[src/rtl/apb_arb_pkg.sv]
// apb_arb_pkg: shared FSM state type, default widths and watchdog sizing for the APB bridge arbiter
package apb_arb_pkg;
  typedef enum logic [1:0] {IDLE, ADDR, WAIT, DONE} state_t;
  localparam int DEF_AW = 32;
  localparam int DEF_DW = 32;
  localparam int DEF_TIMEOUT = 16;
  localparam int CNT_W = $clog2(DEF_TIMEOUT + 1);
  function automatic int cnt_w(input int timeout);
    return $clog2(timeout + 1);
  endfunction
endpackage

[src/rtl/rr_pick.sv]
// rr_pick: combinational round-robin picker; req[NREQ] and ptr in, any and winning idx out
module rr_pick #(
  parameter int NREQ = 2,
  parameter int IW = $clog2(NREQ)
) (
  input  logic [NREQ-1:0] req,
  input  logic [IW-1:0]   ptr,
  output logic            any,
  output logic [IW-1:0]   idx
);
  logic          found;
  logic [IW:0]   j;
  always_comb begin
    any = |req;
    idx = '0;
    found = 1'b0;
    j = '0;
    for (int i = 0; i < NREQ; i++) begin
      j = {1'b0, ptr} + (IW+1)'(i);
      j = (j >= (IW+1)'(NREQ)) ? j - (IW+1)'(NREQ) : j;
      if (!found && req[j[IW-1:0]]) begin
        found = 1'b1;
        idx = j[IW-1:0];
      end
    end
  end
endmodule

[src/rtl/apb_bridge_arbiter.sv]
// apb_bridge_arbiter: round-robin sharing of one AHB-to-APB bridge among NREQ requesters with a watchdog
// Ports: Hclk/Hreset (sync, active high); req/req_addr/req_write/req_wdata from requesters;
// gnt/done/err/rdata back to requesters; valid/Haddr/Hwrite/Hwdata to the bridge; Hreadyout/Prdata from it.
module apb_bridge_arbiter
  import apb_arb_pkg::*;
#(
  parameter int NREQ = 2,
  parameter int AW = DEF_AW,
  parameter int DW = DEF_DW,
  parameter int TIMEOUT = DEF_TIMEOUT
) (
  input  logic             Hclk,
  input  logic             Hreset,
  input  logic [NREQ-1:0]  req,
  input  logic [NREQ*AW-1:0] req_addr,
  input  logic [NREQ-1:0]  req_write,
  input  logic [NREQ*DW-1:0] req_wdata,
  output logic [NREQ-1:0]  gnt,
  output logic [NREQ-1:0]  done,
  output logic             err,
  output logic [DW-1:0]    rdata,
  output logic             valid,
  output logic [AW-1:0]    Haddr,
  output logic             Hwrite,
  output logic [DW-1:0]    Hwdata,
  input  logic             Hreadyout,
  input  logic [DW-1:0]    Prdata
);
  localparam int IW = $clog2(NREQ);
  localparam int CW = cnt_w(TIMEOUT);
  state_t        state, nxt;
  logic [IW-1:0] ptr, owner, pick_idx;
  logic          pick_any;
  logic [CW-1:0] cnt;
  logic          ok, tmo;

  rr_pick #(.NREQ(NREQ), .IW(IW)) u_pick (
    .req(req),
    .ptr(ptr),
    .any(pick_any),
    .idx(pick_idx)
  );

  // the first WAIT cycle can still see the bridge's idle-high ready, so it is ignored
  assign ok = Hreadyout && (cnt != '0);
  assign tmo = cnt == CW'(TIMEOUT);
  assign valid = state == ADDR;
  assign gnt = (state == IDLE) ? '0 : NREQ'(1) << owner;

  always_ff @(posedge Hclk)
    state <= Hreset ? IDLE : nxt;

  always_comb begin
    nxt = state;
    unique case (state)
      IDLE: nxt = (pick_any && Hreadyout) ? ADDR : IDLE;
      ADDR: nxt = WAIT;
      WAIT: nxt = (ok || tmo) ? DONE : WAIT;
      DONE: nxt = IDLE;
    endcase
  end

  always_ff @(posedge Hclk) begin
    if (Hreset) begin
      ptr <= '0;
      owner <= '0;
      cnt <= '0;
      Haddr <= '0;
      Hwrite <= 1'b0;
      Hwdata <= '0;
      rdata <= '0;
      err <= 1'b0;
      done <= '0;
    end else begin
      done <= '0;
      if (state == IDLE && nxt == ADDR) begin
        owner <= pick_idx;
        Haddr <= req_addr[pick_idx*AW +: AW];
        Hwrite <= req_write[pick_idx];
        Hwdata <= req_wdata[pick_idx*DW +: DW];
      end
      if (state == ADDR)
        cnt <= '0;
      if (state == WAIT) begin
        if (ok) begin
          err <= 1'b0;
          if (!Hwrite)
            rdata <= Prdata;
          done <= NREQ'(1) << owner;
        end else if (tmo) begin
          err <= 1'b1;
          rdata <= '0;
          done <= NREQ'(1) << owner;
        end else begin
          cnt <= cnt + 1'b1;
        end
      end
      if (state == DONE)
        ptr <= (owner == IW'(NREQ-1)) ? '0 : owner + 1'b1;
    end
  end
endmodule

[config.mk]
export PLATFORM = sky130hd
export DESIGN_NAME = apb_bridge_arbiter
export DESIGN_NICKNAME = d
export VERILOG_FILES = /design/src/rtl/apb_arb_pkg.sv /design/src/rtl/rr_pick.sv /design/src/rtl/apb_bridge_arbiter.sv
export SDC_FILE = /design/constraint.sdc
export NUM_CORES = 1
export LEC_CHECK = 0
export ABC_AREA = 1
export CAP_MARGIN = 20
export CORE_MARGIN = 5
export CORE_UTILIZATION = 44
export DETAILED_ROUTE_END_ITERATION = 6
export PLACE_DENSITY_LB_ADDON = 0.08
export SLEW_MARGIN = 20
export SYNTH_ARGS = -nofsm -noshare
export SYNTH_HDL_FRONTEND = slang
export SYNTH_HIERARCHICAL = 1
export SYNTH_SLANG_ARGS = --single-unit
[constraint.sdc]
create_clock -name Hclk -period 4 [get_ports Hclk]
set_input_delay 1 -clock Hclk [delete_from_list [all_inputs] [get_ports Hclk]]
set_output_delay 1 -clock Hclk [all_outputs]
set_load 0.1 [all_outputs]
==> impl_metrics.yaml, run 1 <==
status:
  outcome: "finished, final reports clean"
global_routing:
  grt_pass1_vias: 5463
  grt_max_degree: 66
  gr-total-overflow: 0
  grt_use_total_pct: 21.4
  grt_pass1_wl_um: 25900
  antenna_found_initial: 0
timing:
  final-hold-violation-count: 0
  min_period_ns: 2.90
  slew_headroom_pct: 29.6
  fin_setup_tns_ns: 0
  fmax_mhz: 345
  skew_ns: 0.00631
  finalCritPeriodShare_pct: 72.4
  finalSetupViolations: 0
  slew_violations: 0
  worst_pin_slew_ns: 1.05
  rsz0062_at_grt: "false"
synthesis:
  synth_cells: 930
  synth-async-reset-ratio_pct: 0
  synth.top_cell.area_share_pct: 39.1
  synth_area_um2: 5580
  synth.distinct_cells: 23
  synth-main-ff-cell: "dfxtp_1"
  synth.yosys.warnings: 6
  synth_area_per_cell_um2: 6.00
  synthTopCellsByArea: "dfxtp_1 (39%), nand2_1 (25%), nor2_1 (12%)"
  yosys-top-cells-count: "nand2_1 (371), nor2_1 (174), inv_1 (115), dfxtp_1 (109), a21oi_1 (40)"
  synth_seq_cells: 109
  yosys.area.top_type: "dfxtp_1"
  synth_edf_count: 0
  ys_seq_area_share_pct: 39.1
  synth.most_common_cell: "nand2_1"
  synth_fp_nets: 1104
final_layout:
  nFillCells: 1202
  syn_to_final_growth_pct: 54.3
  n_antenna_cell: 0
  drive_gt1_share_pct: 3.17
  fin_area_um2: 8620
  nNetsFinal: 1338
setup_path:
  required_ns: 3.00
  path_max_fanout: 3
  critPathBufInv: 1
  path_cells: "clkdlybuf4s50_1"
  critPathTopFamily: "buffers and inverters"
  path_class: "register to output port"
  startpoint_type: "register"
  arrival_ns: 1.90
  rr_endpoint: "rdata[10]$_SDFFE_PP0P_"
  reg2reg_slack_ns: 1.84
  r2r_start: "cnt[0]$_SDFF_PP0_"
  cpPeakStageDelay_ns: 1.17
  cp_slowest_cell: "clkdlybuf4s50_1"
  worst_setup_path_end_kind: "output port"
  worstRegToRegCells: 8
min_path:
  holdPathEnd: "rdata[11]$_SDFFE_PP0P_"
  hp-class: "register to register"
  whs_path_depth: 2
  hp-start: "rdata[11]$_SDFFE_PP0P_"
floorplan:
  start_util_pct: 44.6
  die-height_um: 123
  core-area_um2: 12500
  die_w_um: 123
  std_cell_rows: 41
  io_pins: 270
  die-area_um2: 15000
cts:
  cts_resized: 0
  cts_tree: "done"
  post-cts-setup-buffer-count: 0
  holdBufCountCts: 0
  clk_pin_slew_ns: 0.07
  clock-root-buffer: "clkbuf_16"
  htreeDepth: 3
  cts.path.max_buffers: 2
  clock_latency_ns: 0.34
  cts.sinks: 109
  cts_buffers: 9
route:
  postRouteAntennaNets: 0
  dr_total_vias: 5913
  wire_per_inst_um: 12.3
  viasPerCell: 4.41
  drt-total-wl_um: 16500
  drc: 0
  dr.first_iter.drc_count: 343
  firstDrtPassIters: 4
power:
  p_leak_nw: 4.14
  p_per_area_nw_per_um2: 408
  ir_drop_uv: 219
place:
  port_buffers: 269
  gp_routability_congestion: 0.778
  placedInstanceArea_um2: 8320
  hpwlAfterDp_um: 12200
flow_run:
  maxCapViolCount: 0
## metal layers
layer,track usage [%],vias up,part of all wire (%)
li1,-,3224,-
met5,0,-,0
met2,38.5,177,49
met1,23.9,2493,40
met3,7.33,19,9.2
met4,6.37,0,1.8
## registers in the layout, indices dropped and copies added (netlist names), 2 cells and up
name    flops
Haddr      32
Hwdata     32
rdata      32
cnt         5
done        2
state       2
## power by group
group	internal (mW)	switching (mW)	total (mW)
Combinational	0.410	0.990	1.40
Sequential	1.17	0.0482	1.22
Clock	0.501	0.388	0.889
Total	2.09	1.43	3.51
## worst max-delay path by stage
stage          slack, ns                      end  depth (start not counted)           startpoint
5_1_grt             1.07                   Hwrite                          1  Hwrite$_SDFFE_PP0P_
6_report            1.10                   Hwrite                          1  Hwrite$_SDFFE_PP0P_
4_1_cts             1.10                   Hwrite                          1  Hwrite$_SDFFE_PP0P_
3_3_place_gp        1.07    Haddr[0]$_SDFFE_PP0P_                          9               req[0]
2_1_floorplan       1.11                   gnt[1]                          3  state[0]$_SDFF_PP0_
3_5_place_dp        1.01  Hwdata[27]$_SDFFE_PP0P_                          9               req[0]
## final cells by class
cell class	count	area (µm²)	area share [%]
clock inverters	4	47.5	0.552
clock buffers	12	246	2.86
flip-flops and latches	109	2180	25.3
repair buffers	279	2790	32.3
multi-input cells	649	2700	31.4
inverters	116	435	5.05
well taps	172	215	2.50
## metrics by stage
| stage | power (mW) | util, % | std cells | setup slack (ns) | hold WS, ns |
|---|---|---|---|---|---|
| finish | 3.51 | 68.8 | 1341 | 1.10 | 0.464 |
| global route | 3.69 | 68.8 | 1341 | 1.07 | 0.488 |
| CTS | 3.55 | 68.8 | 1341 | 1.10 | 0.465 |
| detailed placement | 2.65 | 66.5 | 1325 | 1.01 | 0.454 |
| global placement | 2.64 | 66.5 | 1325 | 1.07 | 0.451 |
| floorplan | 2.24 | - | 930 | 1.11 | 0.459 |
## cells by family (layout without fill, tap and decap cells)
group / count (synthesis) / count (layout) / synth area share (%)
AO/OA/AOI/OAI: 45 / 45 / 4.03
XOR/XNOR: 1 / 1 / 0.157
buffers and inverters: 172 / 411 / 12.8
flip-flops: 109 / 109 / 39.1
adder cells (fa/ha/maj): 7 / 7 / 1.57
AND/OR/NAND/NOR: 596 / 596 / 42.4
## placed cells by master, fill, tap and decap left out, types with 4 or more instances in the layout
| master | instances |
|---|---|
| ha_1 | 7 |
| clkdlybuf4s50_1 | 266 |
| nor2_1 | 174 |
| inv_1 | 114 |
| o21ai_0 | 5 |
| dfxtp_1 | 109 |
| a21oi_1 | 39 |
| nor3_1 | 4 |
| nand3_1 | 6 |
| nand4_1 | 32 |
| clkbuf_16 | 9 |
| buf_4 | 11 |
| nand2_1 | 371 |
Note: power is estimated with default switching activity, not from simulation.
==> run 2, diff against run 1 <==
Settings changed: CORE_UTILIZATION 44 to 37.
Clock period 4 ns to 2.65 ns, I/O delays scaled along.
==> run 2 against run 1 <==
Net effect: largest power group unchanged; core utilization down 12 points; count of clock-buffer cells in the layout fell by 2; worst hold slack about the same; non-clock buffer count increased by 10; worst setup slack worse by 0.57 ns; sequential power is 52% higher; global-route usage decreased by 2.7 points; highest routed layer unchanged; sequential share of layout area increased by 0.35 points; clock power increased by 53%.
==> impl_metrics.yaml, run 2 (same netlist as run 1, synthesis figures left out) <==
final_layout:
  stdcell_count: 1367
  top_regs: "Haddr (32), Hwdata (32), rdata (32)"
  n_antenna_cell: 0
  register_area_um2: 2180
  syn_to_final_growth_pct: 52.2
  drive_gt1_share_pct: 12.6
  multi_input_area_um2: 2700
  nNetsFinal: 1348
  nFillCells: 1536
  layout_common_cells: "nand2_1 (371), nor2_1 (174), clkdlybuf4s50_1 (166)"
  layout_commonest_cell: "nand2_1"
floorplan:
  die_w_um: 133
  die-height_um: 133
  std_cell_rows: 45
  start_util_pct: 37.3
  core-area_um2: 15000
  die-area_um2: 17600
  io_pins: 270
power:
  p_per_area_nw_per_um2: 626
  pwr-share-seq_pct: 34.7
  p_sw_mw: 2.20
  p_leak_nw: 4.38
  clkPwrFrac_pct: 25.5
  switching_share_pct: 41.4
  comb_power_share_pct: 39.8
  internal_power_mw: 3.12
  ir_drop_uv: 340
  total_power_mw: 5.32
setup_path:
  startpoint_type: "register"
  path_max_fanout: 3
  path_cells: "inv_1 -> ha_1 -> nor2_1 -> buf_4"
  critPathTopFamily: "buffers and inverters"
  cpPeakStageDelay_ns: 0.36
  reg2reg_slack_ns: 0.81
  critPathBufInv: 2
  arrival_ns: 1.45
  path_class: "register to output port"
  cp_slowest_cell: "dfxtp_1"
  worst_setup_path_end_kind: "output port"
  required_ns: 1.99
route:
  drc: 0
  met1_length_um: 7360
  postRouteAntennaNets: 0
  met3WireLength_um: 1590
  viasPerCell: 4.38
  dr_total_vias: 5993
  wire_per_inst_um: 12.6
  drt-total-wl_um: 17200
  highest_layer: "met4"
  dr.first_iter.drc_count: 341
  met2_length_um: 8030
  firstDrtPassIters: 4
global_routing:
  gr-total-overflow: 0
  antenna_found_initial: 0
  grt_pass1_wl_um: 27000
  grt_max_degree: 60
  grt_pass1_vias: 5394
  grt_use_total_pct: 18.7
cts:
  htreeDepth: 3
  post-cts-setup-buffer-count: 0
  cts_tree: "done"
  clock-root-buffer: "clkbuf_16"
  clk_pin_slew_ns: 0.07
  cts_buffers: 9
  cts.sinks: 109
  holdBufCountCts: 0
  clock_latency_ns: 0.35
  cts_resized: 0
  cts.path.max_buffers: 2
place:
  gp_routability_congestion: 0.798
  placedCellCount: 1351
  hpwlAfterDp_um: 12800
  port_buffers: 269
min_path:
  hp-class: "register to register"
timing:
  fmax_mhz: 473
  skew_ns: 0.00717
  hold_ws_ns: 0.464
  fin_setup_tns_ns: 0
  rsz0062_at_grt: "false"
  final-hold-violation-count: 0
  slew_violations: 0
  min_period_ns: 2.12
  slew_headroom_pct: 73.2
  finalSetupViolations: 0
  finalCritPeriodShare_pct: 79.9
  worst_pin_slew_ns: 0.402
status:
  outcome: "finished, final reports clean"
flow_run:
  maxCapViolCount: 0
==> run 2: cell types whose count changed in the layout (fill, tap and decap cells not counted) <==
cell,delta
buf_12,+3
buf_4,+107
clkbuf_1,-1
clkbuf_8,-1
clkdlybuf4s50_1,-100
clkinv_4,+1
clkinvlp_4,+1
==> run 2: routing by layer <==
metal | up-vias | global-route usage [%]
li1 | 3250 | -
met1 | 2562 | 22.5
met2 | 167 | 31.1
met3 | 14 | 7.07
met4 | 0 | 5.60
met5 | - | 0
==> run 2: path summary, 6_finish.rpt <==
path	start	to	cells past startpoint
max	state[0]$_SDFF_PP0_	gnt[1]	4
min	rdata[19]$_SDFFE_PP0P_	rdata[19]$_SDFFE_PP0P_	2
max reg2reg	cnt[0]$_SDFF_PP0_	cnt[4]$_SDFF_PP0_	10
min reg2reg	rdata[19]$_SDFFE_PP0P_	rdata[19]$_SDFFE_PP0P_	2
==> run 2: layout make-up <==
class                   instances  share of cell area [%]
flip-flops and latches        109                    25.7
well taps                     188                    2.77
clock inverters                 6                   0.751
repair buffers                289                    31.2
multi-input cells             649                    31.8
clock buffers                  10                    2.69
inverters                     116                    5.12
==> run 2: stage by stage <==
step	instance area [µm²]	setup WS, ns	utilization (%)
6_report	8500	0.534	56.7
5_1_grt	8500	0.426	56.7
4_1_cts	8500	0.507	56.7
3_3_place_gp	8200	0.328	54.8
3_5_place_dp	8200	0.286	54.8
2_1_floorplan	5580	0.0951	-
==> run 2: worst register-to-register path, stage by stage, from the launching register on <==
cell and delay [ns]:
dfxtp_1 0.40, inv_1 0.06, ha_1 0.22, nand2_1 0.10
nand2_1 0.08, and2_1 0.20, buf_12 0.18, nor2_2 0.19
inv_1 0.10, nor3_1 0.15, nor2_1 0.05
==> run 2: power by group through the flow <==
stage	combinational, mW	sequential (mW)	clock, mW
after detailed placement	2.13	1.88	0
after CTS	2.14	1.85	1.39
after floorplan	0.618	2.76	0
after global placement	2.13	1.88	0
after global routing	2.27	1.87	1.46
final	2.12	1.85	1.36
==> edit, RTL diff (settings of run 2) <==
`NREQ` is set to 2 in 2 places; all go to 4.
--- a/src/rtl/rr_pick.sv
+++ b/src/rtl/rr_pick.sv
@@ -1,6 +1,6 @@
 // rr_pick: combinational round-robin picker; req[NREQ] and ptr in, any and winning idx out
 module rr_pick #(
-  parameter int NREQ = 2,
+  parameter int NREQ = 4,
   parameter int IW = $clog2(NREQ)
 ) (
   input  logic [NREQ-1:0] req,
--- a/src/rtl/apb_bridge_arbiter.sv
+++ b/src/rtl/apb_bridge_arbiter.sv
@@ -4,7 +4,7 @@
 module apb_bridge_arbiter
   import apb_arb_pkg::*;
 #(
-  parameter int NREQ = 2,
+  parameter int NREQ = 4,
   parameter int AW = DEF_AW,
   parameter int DW = DEF_DW,
   parameter int TIMEOUT = DEF_TIMEOUT
Ports: changed (6 resized); port bits go from 270 to 406. The function was not compared with the original's and may differ.
==> edit against run 2 <==
Worst hold slack got worse by 4.8 ps. Critical endpoint is now Haddr[4]$_SDFFE_PP0P_. Cell area rose by 34%. Power is 44% higher. Maximum frequency shrank 14%. Clock power rose by 85%. Routed wire length increased by 67%. Synthesized cell count rose by 8.7%. First-iteration DRC count increased by 12%. Sequential cell count grew 4. Synthesized area rose by 16%. Setup slack worse by 360 ps.
==> edit: results (changes against run 2) <==
| Metric | Value |
|---|---|
| Nets | `1,709 (was 1,348)` |
| Clk tree area frac | `5.66% (was 3.45%)` |
| Comb_multi_in | `785 (was 649)` |
| Crit-path max cell delay | `500 ps (was 360 ps)` |
| Top fanout value on the critical path | `48 (was 3)` |
| DR WL/cell | `17.5 µm (was 12.6 µm)` |
| Total grt overflow | `0 (unchanged)` |
| Post-DP Area | `10,700 µm² (was 8200 µm²)` |
| Initial antenna violation count | `6 (was 0)` |
| First-pass GRT wire length | `42.3 mm (was 27.0 mm)` |
| Clk slew on worst S/H paths | `50 ps (was 70 ps)` |
| Crit path required time | `2980 ps (was 1990 ps)` |
| FFs & Latches | `113 (was 109)` |
| Reg2Reg Depth | `12 (was 10)` |
| Top cells by area, synth | `dfxtp_1, nor2_1, o21ai_0 (was dfxtp_1, nand2_1, nor2_1)` |
| Filler instances | `1,566 (was 1,536)` |
| Non-clk invs | `36 (was 116)` |
| Tap cells | `225 (was 188)` |
| Worst hold slack | `460 ps (was 464 ps)` |
| Leakage | `0.00469 µW (was 0.00438 µW)` |
| Multi-input logic area | `3720 µm² (was 2700 µm²)` |
| CTS HTree Levels | `4 (was 3)` |
| Vias in the first global route | `7,578 (was 5,394)` |
| Post-Synth XOR/XNOR Area | `0.271% (was 0.157%)` |
| Maximum vdd drop | `0.000499 V (was 0.000340 V)` |
| Global placer's final weighted congestion | `0.939 (was 0.798)` |
| CP max-delay cell | `clkdlybuf4s50_1 (was dfxtp_1)` |
| Buffers on Ports | `405 (was 269)` |
| Synth cell count leaders | `nor2_1, o21ai_0, dfxtp_1 (was nand2_1, nor2_1, inv_1)` |
| Worst r2r src | `ptr[0]$_SDFFE_PP0N_ (was cnt[0]$_SDFF_PP0_)` |
| Syn Nets | `1,320 (was 1,104)` |
| Core Util, Final | `65.8% (was 56.7%)` |
| Largest net degree at the start of global routing | `49 (was 60)` |
| Switching share of power | `39.9% (was 41.4%)` |
| DR pass1 iterations | `6 (was 4)` |
| Post-DP HPWL | `22.6 mm (was 12.8 mm)` |
| Register area | `2260 µm² (was 2180 µm²)` |
| Outcome | `completed (unchanged)` |
| Seq/Total Area, Yosys | `35.0% (was 39.1%)` |
| Reg-to-reg slack, setup | `270 ps (was 810 ps)` |
| Slew @ Worst Pin | `454 ps (was 402 ps)` |
| Num CTS Buffers | `17 (was 9)` |
## edit: cell types whose count changed after synthesis, moves of 19 or more
| cell | run 2 | this run |
|---|---|---|
| nor2_2 | 2 | 21 |
| a31oi_1 | 0 | 60 |
| nand2_1 | 371 | 84 |
| inv_1 | 115 | 31 |
| nor2_1 | 174 | 311 |
| nand3_1 | 6 | 49 |
| nand4_1 | 32 | 0 |
| o21ai_0 | 5 | 191 |
| a21oi_1 | 40 | 14 |
## edit: power by group through the flow
stage	clock, µW	sequential, µW	combinational (µW)
floorplan	0	3090	944
finish	2520	1970	3160
global placement	0	2000	3150
global route	2640	1990	3370
detailed placement	0	2000	3160
CTS	2550	1970	3170
## edit: timing repair
item | in CTS | in global routing
gates resized for setup | 0 | 1
setup buffers | 0 | 0
endpoints found under the setup margin | 0 | 2
## edit: worst max path at each step
stage	cells past startpoint	endpoint	slack [ps]	startpoint
after floorplan	3	gnt[0]	70	state[0]$_SDFF_PP0_
final	13	Haddr[4]$_SDFFE_PP0P_	180	req[1]
after CTS	14	Haddr[4]$_SDFFE_PP0P_	150	req[1]
after global routing	13	Haddr[4]$_SDFFE_PP0P_	8	req[1]
after global placement	15	Haddr[30]$_SDFFE_PP0P_	-180	req[3]
after detailed placement	14	Haddr[4]$_SDFFE_PP0P_	-200	req[1]
## edit: metrics by stage
step | cells | setup slack (ps) | setup TNS [ps]
2_1_floorplan | 1011 | 72.4 | 0
3_3_place_gp | 1606 | -179 | -6840
3_5_place_dp | 1606 | -205 | -8230
4_1_cts | 1638 | 150 | 0
5_1_grt | 1642 | 8.24 | 0
6_report | 1642 | 177 | 0
## edit: layer usage
layer	share of wire, %	track usage (%)
met5	0.11	0
met4	3.0	9.90
met3	9.2	8.94
met2	49	46.3
met1	38	31.2
